`config.mk`:
```
export PLATFORM = sky130hd
export DESIGN_NAME = serial_subtractor_flat
export DESIGN_NICKNAME = d
export VERILOG_FILES = /design/src/rtl/serial_subtractor_pkg.sv /design/src/rtl/serial_subtractor_if.sv /design/src/rtl/serial_subtractor_primitive_fs.sv /design/src/rtl/serial_subtractor.sv /design/src/flat_wrapper.sv
export SDC_FILE = /design/constraint.sdc
export NUM_CORES = 1
export LEC_CHECK = 0
export BUFFER_PORTS_ARGS = -buffer_cell sky130_fd_sc_hd__buf_2
export CORE_ASPECT_RATIO = 1.2
export CORE_MARGIN = 2
export CORE_UTILIZATION = 55
export DETAILED_ROUTE_END_ITERATION = 7
export GPL_TIMING_DRIVEN = 0
export PLACE_DENSITY = 0.81
export SLEW_MARGIN = 30
export SYNTH_ARGS = -nofsm -noshare
export SYNTH_HDL_FRONTEND = slang
export SYNTH_SLANG_ARGS = --single-unit
export TNS_END_PERCENT = 30
```
`constraint.sdc`:
```
create_clock -name clk_in -period 2.4 [get_ports clk_in]
set_clock_uncertainty 0.05 [all_clocks]
set_input_delay 0.12 -clock clk_in [delete_from_list [all_inputs] [get_ports clk_in]]
set_output_delay 0.12 -clock clk_in [all_outputs]
set_load 0.02 [all_outputs]
```
`src/rtl/serial_subtractor_pkg.sv`:
```
// Shared types for the bit-serial subtractor: FSM state encoding and the
// helper that sizes the bit counter.
`timescale 1ns/1ps
package serial_sub_pkg;

  typedef enum logic [1:0] {
    IDLE  = 2'b00,
    SHIFT = 2'b01,
    DONE  = 2'b10
  } state_t;

  function automatic int cnt_width(input int width);
    return $clog2(width + 1);
  endfunction

endpackage

```
`src/rtl/serial_subtractor_if.sv`:
```
// Operand/result bus of the serial subtractor.
`timescale 1ns/1ps
interface serial_subtractor_if #(
  parameter int WIDTH = 8
);
  // start_in is taken only while ready_out=1 (a_in/b_in sampled on that edge);
  // valid_out holds diff_out/borrow_out until an edge with ack_in=1.
  logic             start_in;
  logic [WIDTH-1:0] a_in;
  logic [WIDTH-1:0] b_in;
  logic             ready_out;
  logic [WIDTH-1:0] diff_out;
  logic             borrow_out;
  logic             valid_out;
  logic             ack_in;

  modport master (
    output start_in, a_in, b_in, ack_in,
    input  ready_out, diff_out, borrow_out, valid_out
  );

  modport slave (
    input  start_in, a_in, b_in, ack_in,
    output ready_out, diff_out, borrow_out, valid_out
  );
endinterface

```
`src/rtl/serial_subtractor_primitive_fs.sv`:
```
// One-bit full subtractor from gate primitives: d = a^b^bin,
// bout = (~a & b) | (~(a^b) & bin).
`timescale 1ns/1ps
module primitive_fs (
  input  wire a_in,
  input  wire b_in,
  input  wire bin_in,
  output wire diff_out,
  output wire bout_out
);
  wire a_x_b;
  wire a_n;
  wire a_x_b_n;
  wire brw_gen;
  wire brw_prop;

  xor u_x0 (a_x_b, a_in, b_in);
  xor u_x1 (diff_out, a_x_b, bin_in);
  not u_n0 (a_n, a_in);
  and u_a0 (brw_gen, a_n, b_in);
  not u_n1 (a_x_b_n, a_x_b);
  and u_a1 (brw_prop, a_x_b_n, bin_in);
  or  u_o0 (bout_out, brw_gen, brw_prop);
endmodule

```
`src/rtl/serial_subtractor.sv`:
```
// Bit-serial unsigned subtractor: A - B one bit per clock, LSB first, with the
// borrow carried in a single flip-flop between bits.
`timescale 1ns/1ps
module serial_subtractor
  import serial_sub_pkg::*;
#(
  parameter int WIDTH = 8
) (
  input  logic                clk_in,
  input  logic                rst_n_in,
  serial_subtractor_if.slave  bus,
  output state_t              state_dbg
);
  localparam int CW = cnt_width(WIDTH);

  state_t           state_q, state_d;
  logic [WIDTH-1:0] a_q, b_q, diff_q;
  logic             borrow_q;
  logic [CW-1:0]    cnt_q;
  logic             fs_d, fs_bout;
  logic             last_bit;

  primitive_fs u_fs (
    .a_in     (a_q[0]),
    .b_in     (b_q[0]),
    .bin_in   (borrow_q),
    .diff_out (fs_d),
    .bout_out (fs_bout)
  );

  assign last_bit = (cnt_q == CW'(WIDTH - 1));

  always_comb begin
    state_d = state_q;
    case (state_q)
      IDLE:    if (bus.start_in) state_d = SHIFT;
      SHIFT:   if (last_bit)     state_d = DONE;
      DONE:    if (bus.ack_in)   state_d = IDLE;
      default: state_d = IDLE;
    endcase
  end

  always_ff @(posedge clk_in or negedge rst_n_in) begin
    if (!rst_n_in) begin
      state_q  <= IDLE;
      a_q      <= '0;
      b_q      <= '0;
      diff_q   <= '0;
      borrow_q <= 1'b0;
      cnt_q    <= '0;
    end else begin
      state_q <= state_d;
      if (state_q == IDLE && bus.start_in) begin
        a_q      <= bus.a_in;
        b_q      <= bus.b_in;
        diff_q   <= '0;
        borrow_q <= 1'b0;
        cnt_q    <= '0;
      end else if (state_q == SHIFT) begin
        // Difference bits enter at the MSB so bit 0 lands in place after WIDTH shifts.
        diff_q   <= {fs_d, diff_q[WIDTH-1:1]};
        a_q      <= a_q >> 1;
        b_q      <= b_q >> 1;
        borrow_q <= fs_bout;
        cnt_q    <= cnt_q + CW'(1);
      end
    end
  end

  assign bus.ready_out  = (state_q == IDLE);
  assign bus.valid_out  = (state_q == DONE);
  assign bus.diff_out   = diff_q;
  assign bus.borrow_out = borrow_q;
  assign state_dbg      = state_q;
endmodule

```
`src/flat_wrapper.sv`:
```
// flat-port wrapper written by rule: the top's interface ports become plain ports
module serial_subtractor_flat import serial_sub_pkg::*;
#(
  parameter int WIDTH = 8
)
  (clk_in, rst_n_in, state_dbg, bus_start_in, bus_a_in, bus_b_in, bus_ack_in, bus_ready_out, bus_diff_out, bus_borrow_out, bus_valid_out);
  serial_subtractor_if #(.WIDTH(WIDTH)) bus_i ();
  input  logic clk_in;
  input  logic rst_n_in;
  output state_t state_dbg;
  input wire logic [$bits(bus_i.start_in)-1:0] bus_start_in;
  input wire logic [$bits(bus_i.a_in)-1:0] bus_a_in;
  input wire logic [$bits(bus_i.b_in)-1:0] bus_b_in;
  input wire logic [$bits(bus_i.ack_in)-1:0] bus_ack_in;
  output wire logic [$bits(bus_i.ready_out)-1:0] bus_ready_out;
  output wire logic [$bits(bus_i.diff_out)-1:0] bus_diff_out;
  output wire logic [$bits(bus_i.borrow_out)-1:0] bus_borrow_out;
  output wire logic [$bits(bus_i.valid_out)-1:0] bus_valid_out;
  assign bus_i.start_in = bus_start_in;
  assign bus_i.a_in = bus_a_in;
  assign bus_i.b_in = bus_b_in;
  assign bus_i.ack_in = bus_ack_in;
  assign bus_ready_out = bus_i.ready_out;
  assign bus_diff_out = bus_i.diff_out;
  assign bus_borrow_out = bus_i.borrow_out;
  assign bus_valid_out = bus_i.valid_out;
  serial_subtractor #(.WIDTH(WIDTH)) u_core (.clk_in(clk_in), .rst_n_in(rst_n_in), .bus(bus_i), .state_dbg(state_dbg));
endmodule
```
Word-level counts from Yosys, hierarchy flattened
Cells that the tools add are included.

word-level totals
  register bits after elaboration = 31
  output and inout bits = 13
  word-level logic and storage cells = 38

operators by class
  add/subtract/negate cells = 1
  equality and inequality tests = 6
  muxes and demuxes = 14
  bitwise logic cells = 7
  reductions and logical operators = 4

operator list
  operator             number
  $mux 8               6
  $mux 4               2
  $mux 2               3
  $pmux 2 s3           1
  $add 4x1->4 const B  1
  $eq 4x3->1 const B   1
  $ne 2x2->1 const B   2
  $reduce_and 3->1     1
  $and 1x1->1          2
  $eq 2x1->1 const B   1
  $eq 2x2->1 const B   1
  $logic_not 2->1      1
  $mux 1               2
  $ne 2x1->1 const B   1
  $not 1->1            2
  $reduce_bool 2->1    1
  $xor 1x1->1          2
  $logic_and 1x1->1    1
  $or 1x1->1           1

Depth between registers and ports, before layout
  word-level depth = 6
  mapped depth = 6
  gate-level depth less buffers = 4

Cells and area by module
A second synthesis with hierarchy kept.

second synthesis, totals
  cell total of the unflattened synthesis = 142
  area total of the unflattened synthesis = 1371.3 um2

by module, submodules not included
  module             instances  cells each  area each (um2)  seq. area each (um2)
  serial_subtractor  1          138         1340.0           775.7
  primitive_fs       1          4           31.3             0.0

Worst setup path after synthesis
No wires, ideal clock.

  path kind = flip-flop to flip-flop
  start point = reg u_core.state_q[0] (netlist: u_core.state_dbg[0])
  end point = reg u_core.diff_q[1] (netlist: u_core.bus.diff_out[1])
  library setup time = 0.117 ns
  arrival time = 1.350 ns
  setup slack = 0.883 ns
  cell stages (with the launch flop) = 7
  period minus slack after synthesis = 1.517 ns
  cell sequence = dfrtp_1 > buf_6 > or3b_1 > buf_6 > buf_12 > nand3_2 > nand2_1

on the way
  cells in the longest elaborated chain, start to end = 3
  elaborated cells on any way between the ends = 5

RTL lines
  what                                         line                     text
  start: declaration                           serial_subtractor.sv:16  state_t state_q, state_d;
  start signal: assignment                     serial_subtractor.sv:52  state_q <= state_d;
  $logic_not 2->1                              serial_subtractor.sv:53  if (state_q == IDLE && bus.start_in) begin
  $logic_and 1x1->1                            serial_subtractor.sv:53
  $mux 8 or $reduce_bool 2->1 (tied branches)  n/a
  end signal: assignment                       serial_subtractor.sv:61  diff_q <= {fs_d, diff_q[WIDTH-1:1]};
  end: declaration                             serial_subtractor.sv:17  logic [WIDTH-1:0] a_q, b_q, diff_q;

Parallel ways exist; a longest one is shown, timed or not.
A chain may end at the register's enable or synchronous reset.

Worst setup path in the final report
  start point = reg u_core.state_q[0] (netlist: u_core.state_dbg[0])
  end point = reg u_core.b_q[2]

on the way
  cells in the longest elaborated chain, start to end = 3
  elaborated cells on any way between the ends = 5

RTL lines
  what                                         line                     text
  $logic_not 2->1                              serial_subtractor.sv:53
  $logic_and 1x1->1                            serial_subtractor.sv:53
  $mux 8 or $reduce_bool 2->1 (tied branches)  n/a
  end signal: assignment                       serial_subtractor.sv:55  b_q <= bus.b_in;
  end signal: assignment                       serial_subtractor.sv:63  b_q <= b_q >> 1;
  end: declaration                             serial_subtractor.sv:17

Parallel ways exist; a longest one is shown, timed or not.

==> results.txt <==
largest net degree at the start of global routing -> 32
Seq/Total Area, Yosys -> 54.58%
mux cell area share after synthesis -> 0.7042%
Filler Cell Count -> 183
delay-heaviest family, CP -> simple AND/OR/NAND/NOR gates
worst hold slack -> 0.1671 ns
buffer depth of the longest clock path -> 2
register area -> 775.7 sq um
Max VDD drop -> 0.0008502 V
layout cells sized above 1 -> 30.15%
Pwr per Cell Area -> 1167 nW/um^2
Starting Density -> 56.80%
CTS tree -> done
total track usage -> 20.94%
PnR worst setup slack -> 0.8838 ns
Post-Route WL -> 2812 microns
number of remaining DRC errors -> 0
Multi-input gate area -> 559.3 sq um
crit path capture type -> flip-flop
Setup TNS -> 0 ns
CTS sink count -> 31
initial drt markers -> 47
first-pass GRT wire length -> 4698 microns
DR vias -> 1183
DIE AREA -> 3008 sq um
Die Wd -> 50.41 microns
CP required -> 2.61 ns
Highest Clock Rate -> 659.5 MHz
crit path kind -> flip-flop to flip-flop
Ports -> 33
mapped cell area -> 1421 sq um
library cells used by synthesis -> 24
Yosys reg bits -> 31
final setup violation count -> 0
DP Area -> 1623 sq um
leakage power figure -> 0.9935 nW
max-cap viol count -> 0
Arr. time, crit path -> 1.73 ns
Buf/Inv on CP -> 2
Final Max Slew Viols -> 0
Final Critical Period -> 1.516 ns
Hold Path End -> u_core.a_q[0]
deepest level of the CTS H-tree -> 2
Rel. slew slack -> 55.72%
Synth Warn # -> 0
Tcrit/Tclk final -> 63.18%
Avg Cell Area, Syn -> 10.08 sq um
DR WL/cell -> 12.12 microns
Inserted Diodes -> 0
row cnt -> 20
Crit path largest cell delay -> 0.41 ns
setup repair bufs after CTS -> 0
Finished Cell Area -> 1889 sq um
CP max-delay cell -> nor3b_2
vias in the first global route -> 1110
global placer's final weighted congestion -> 0.7813
Detailed Routing Iterations Pass 1 -> 4
global route overflow -> 0
Syn Inst Count -> 141
Area Growth Syn to Fin -> 32.92%
synth top area cells -> dfrtp_1, nand2_1, a22oi_1
worst slack, placed -> 0.8961 ns
PortBufs -> 32
Worst Reg-to-Reg Cells -> 5
crit path cell chain -> buf_6 -> nor3b_2 -> buf_2 -> a22oi_1 -> nand2_1
final-report hold violation count -> 0
Post-Synth XOR/XNOR Area -> 0%
Worst-path clk slew -> 0.10 ns
vias per std cell -> 5.099
Syn Nets -> 163
Die Y -> 59.69 microns
Max FO, Critical Path -> 10
worst-margin pin slew -> 0.6642 ns
Post-DP HPWL -> 1911 microns
main combinational cell family by area after synthesis -> simple AND/OR/NAND/NOR gates
FF-to-FF setup slack -> 0.88 ns
core area -> 2502 sq um
cts bufs inserted -> 5
reg-to-reg critical path startpoint -> u_core.state_dbg[0]
post-synth top area cell -> dfrtp_1
Layout Cells excl Fill -> 232
nets@finish -> 220
initial antenna violation count -> 0
outcome -> complete, no violations
CTS root buf -> clkbuf_4
min-delay src -> bus_start_in
placed insts -> 206
post-route ant nets -> 0
Critical R2R Capture -> u_core.b_q[2]
HP Class -> input port to flip-flop
startpoint types -> flip-flop
hold path depth -> 4
simple-gate portion of the synthesized area -> 26.41%
Worst-Skew Late Latency -> 0.32 ns
RSZ-0062 raised after global routing -> false
Compound-Gate Fraction of Synth Area -> 9.947%
share of the synthesized area in the top cell type -> 54.58%
post-synthesis adder-cell area fraction -> 2.289%
tightest hold or removal path: stages:
cell	delay, ns
buf_2	0.09
o21bai_1	0.14
nand2_1	0.10
nand2_1	0.05
sequential cells by signal, indices dropped and copies added (netlist names):
| name | flops |
|---|---|
| u_core.state_dbg | 2 |
| u_core.a_q | 8 |
| u_core.bus.borrow_out | 1 |
| u_core.b_q | 8 |
| u_core.bus.diff_out | 8 |
| u_core.cnt_q | 4 |
cell usage after synthesis:
cell      number
buf_12         1
mux2i_1        1
nand3_1        4
dfrtp_1       31
or3b_1         1
nand2b_1       1
nand3_2        9
buf_2          5
ha_1           1
inv_1          3
nand3b_1       1
fa_1           1
a22oi_1       14
or2b_4         1
o21ai_0        4
buf_6          2
o21bai_1       1
nor3b_2        1
nand4_1        1
nor2_1         1
buf_4          1
nand2_1       54
o32ai_1        1
nor2b_1        1
cells by family (layout without fill, tap and decap cells):
logic type,Yosys count,in the layout
simple gates,75,75
compound gates,20,20
fa+ha+maj,2,2
mux,1,1
buf+inv,12,70
flops,31,31
metrics by stage:
step	util (%)	power, mW
CTS	75.50	2.219
detailed placement	64.85	1.777
global placement	64.85	1.725
global route	75.50	2.366
finish	75.50	2.204
floorplan	-	1.517
metal layers:
| layer | track usage, % | up-vias | part of all wire (%) |
|---|---|---|---|
| met2 | 36.65 | 37 | 52 |
| met3 | 4.000 | 6 | 4.5 |
| met1 | 25.08 | 553 | 42 |
| met4 | 9.653 | 0 | 1.9 |
| li1 | - | 587 | - |
| met5 | 0 | - | 0 |
layout make-up:
| class | instances | share of cell area [%] |
|---|---|---|
| Sequential cell | 31 | 41.06 |
| Multi-Input combinational cell | 98 | 29.60 |
| Timing Repair Buffer | 50 | 18.01 |
| Buffer | 9 | 3.974 |
| Clock buffer | 6 | 2.715 |
| Tap cell | 33 | 2.185 |
| Clock inverter | 2 | 1.854 |
| Inverter | 3 | 0.5960 |
report_power, final:
part	leakage, nW	internal, mW	total, mW	switching (mW)
sequential	0.398	0.733	0.892	0.159
combinational	0.547	0.366	0.895	0.530
clock	0.0482	0.246	0.417	0.171
how the worst max path moves through the flow:
stage	start	to	slack [ns]	cells after the start
floorplan	u_core.state_dbg[0]	u_core.bus.diff_out[1]	0.88	6
global placement	u_core.state_dbg[0]	u_core.b_q[4]	0.94	5
detailed placement	u_core.state_dbg[0]	u_core.b_q[2]	0.90	5
CTS	u_core.state_dbg[0]	u_core.b_q[2]	0.89	5
global route	u_core.state_dbg[0]	u_core.b_q[2]	0.83	5
finish	u_core.state_dbg[0]	u_core.b_q[2]	0.88	5
layout by cell type, fill, tap and decap left out:
| master | instances |
|---|---|
| clkbuf_8 | 1 |
| o21ai_0 | 4 |
| nor2b_1 | 1 |
| buf_4 | 1 |
| mux2i_1 | 1 |
| nand3_1 | 4 |
| nand3b_1 | 1 |
| nor2_1 | 1 |
| o32ai_1 | 1 |
| buf_2 | 37 |
| a22oi_1 | 14 |
| nand4_1 | 1 |
| bufinv_16 | 1 |
| ha_1 | 1 |
| dlygate4sd3_1 | 18 |
| nand2_1 | 54 |
| inv_1 | 3 |
| o21bai_1 | 1 |
| or2b_4 | 1 |
| nand2b_1 | 1 |
| fa_1 | 1 |
| clkbuf_4 | 5 |
| or3b_1 | 1 |
| nand3_2 | 9 |
| clkinv_2 | 1 |
| buf_6 | 2 |
| nor3b_2 | 1 |
| buf_12 | 1 |
| dfrtp_1 | 31 |
what timing repair did:
| action | 4_1_cts | 5_1_grt |
|---|---|---|
| endpoints found under the hold margin | 48 | 0 |
| gates resized for setup | 0 | 0 |
| hold buffers | 18 | 0 |
Power figures use the tool's default switching activity.
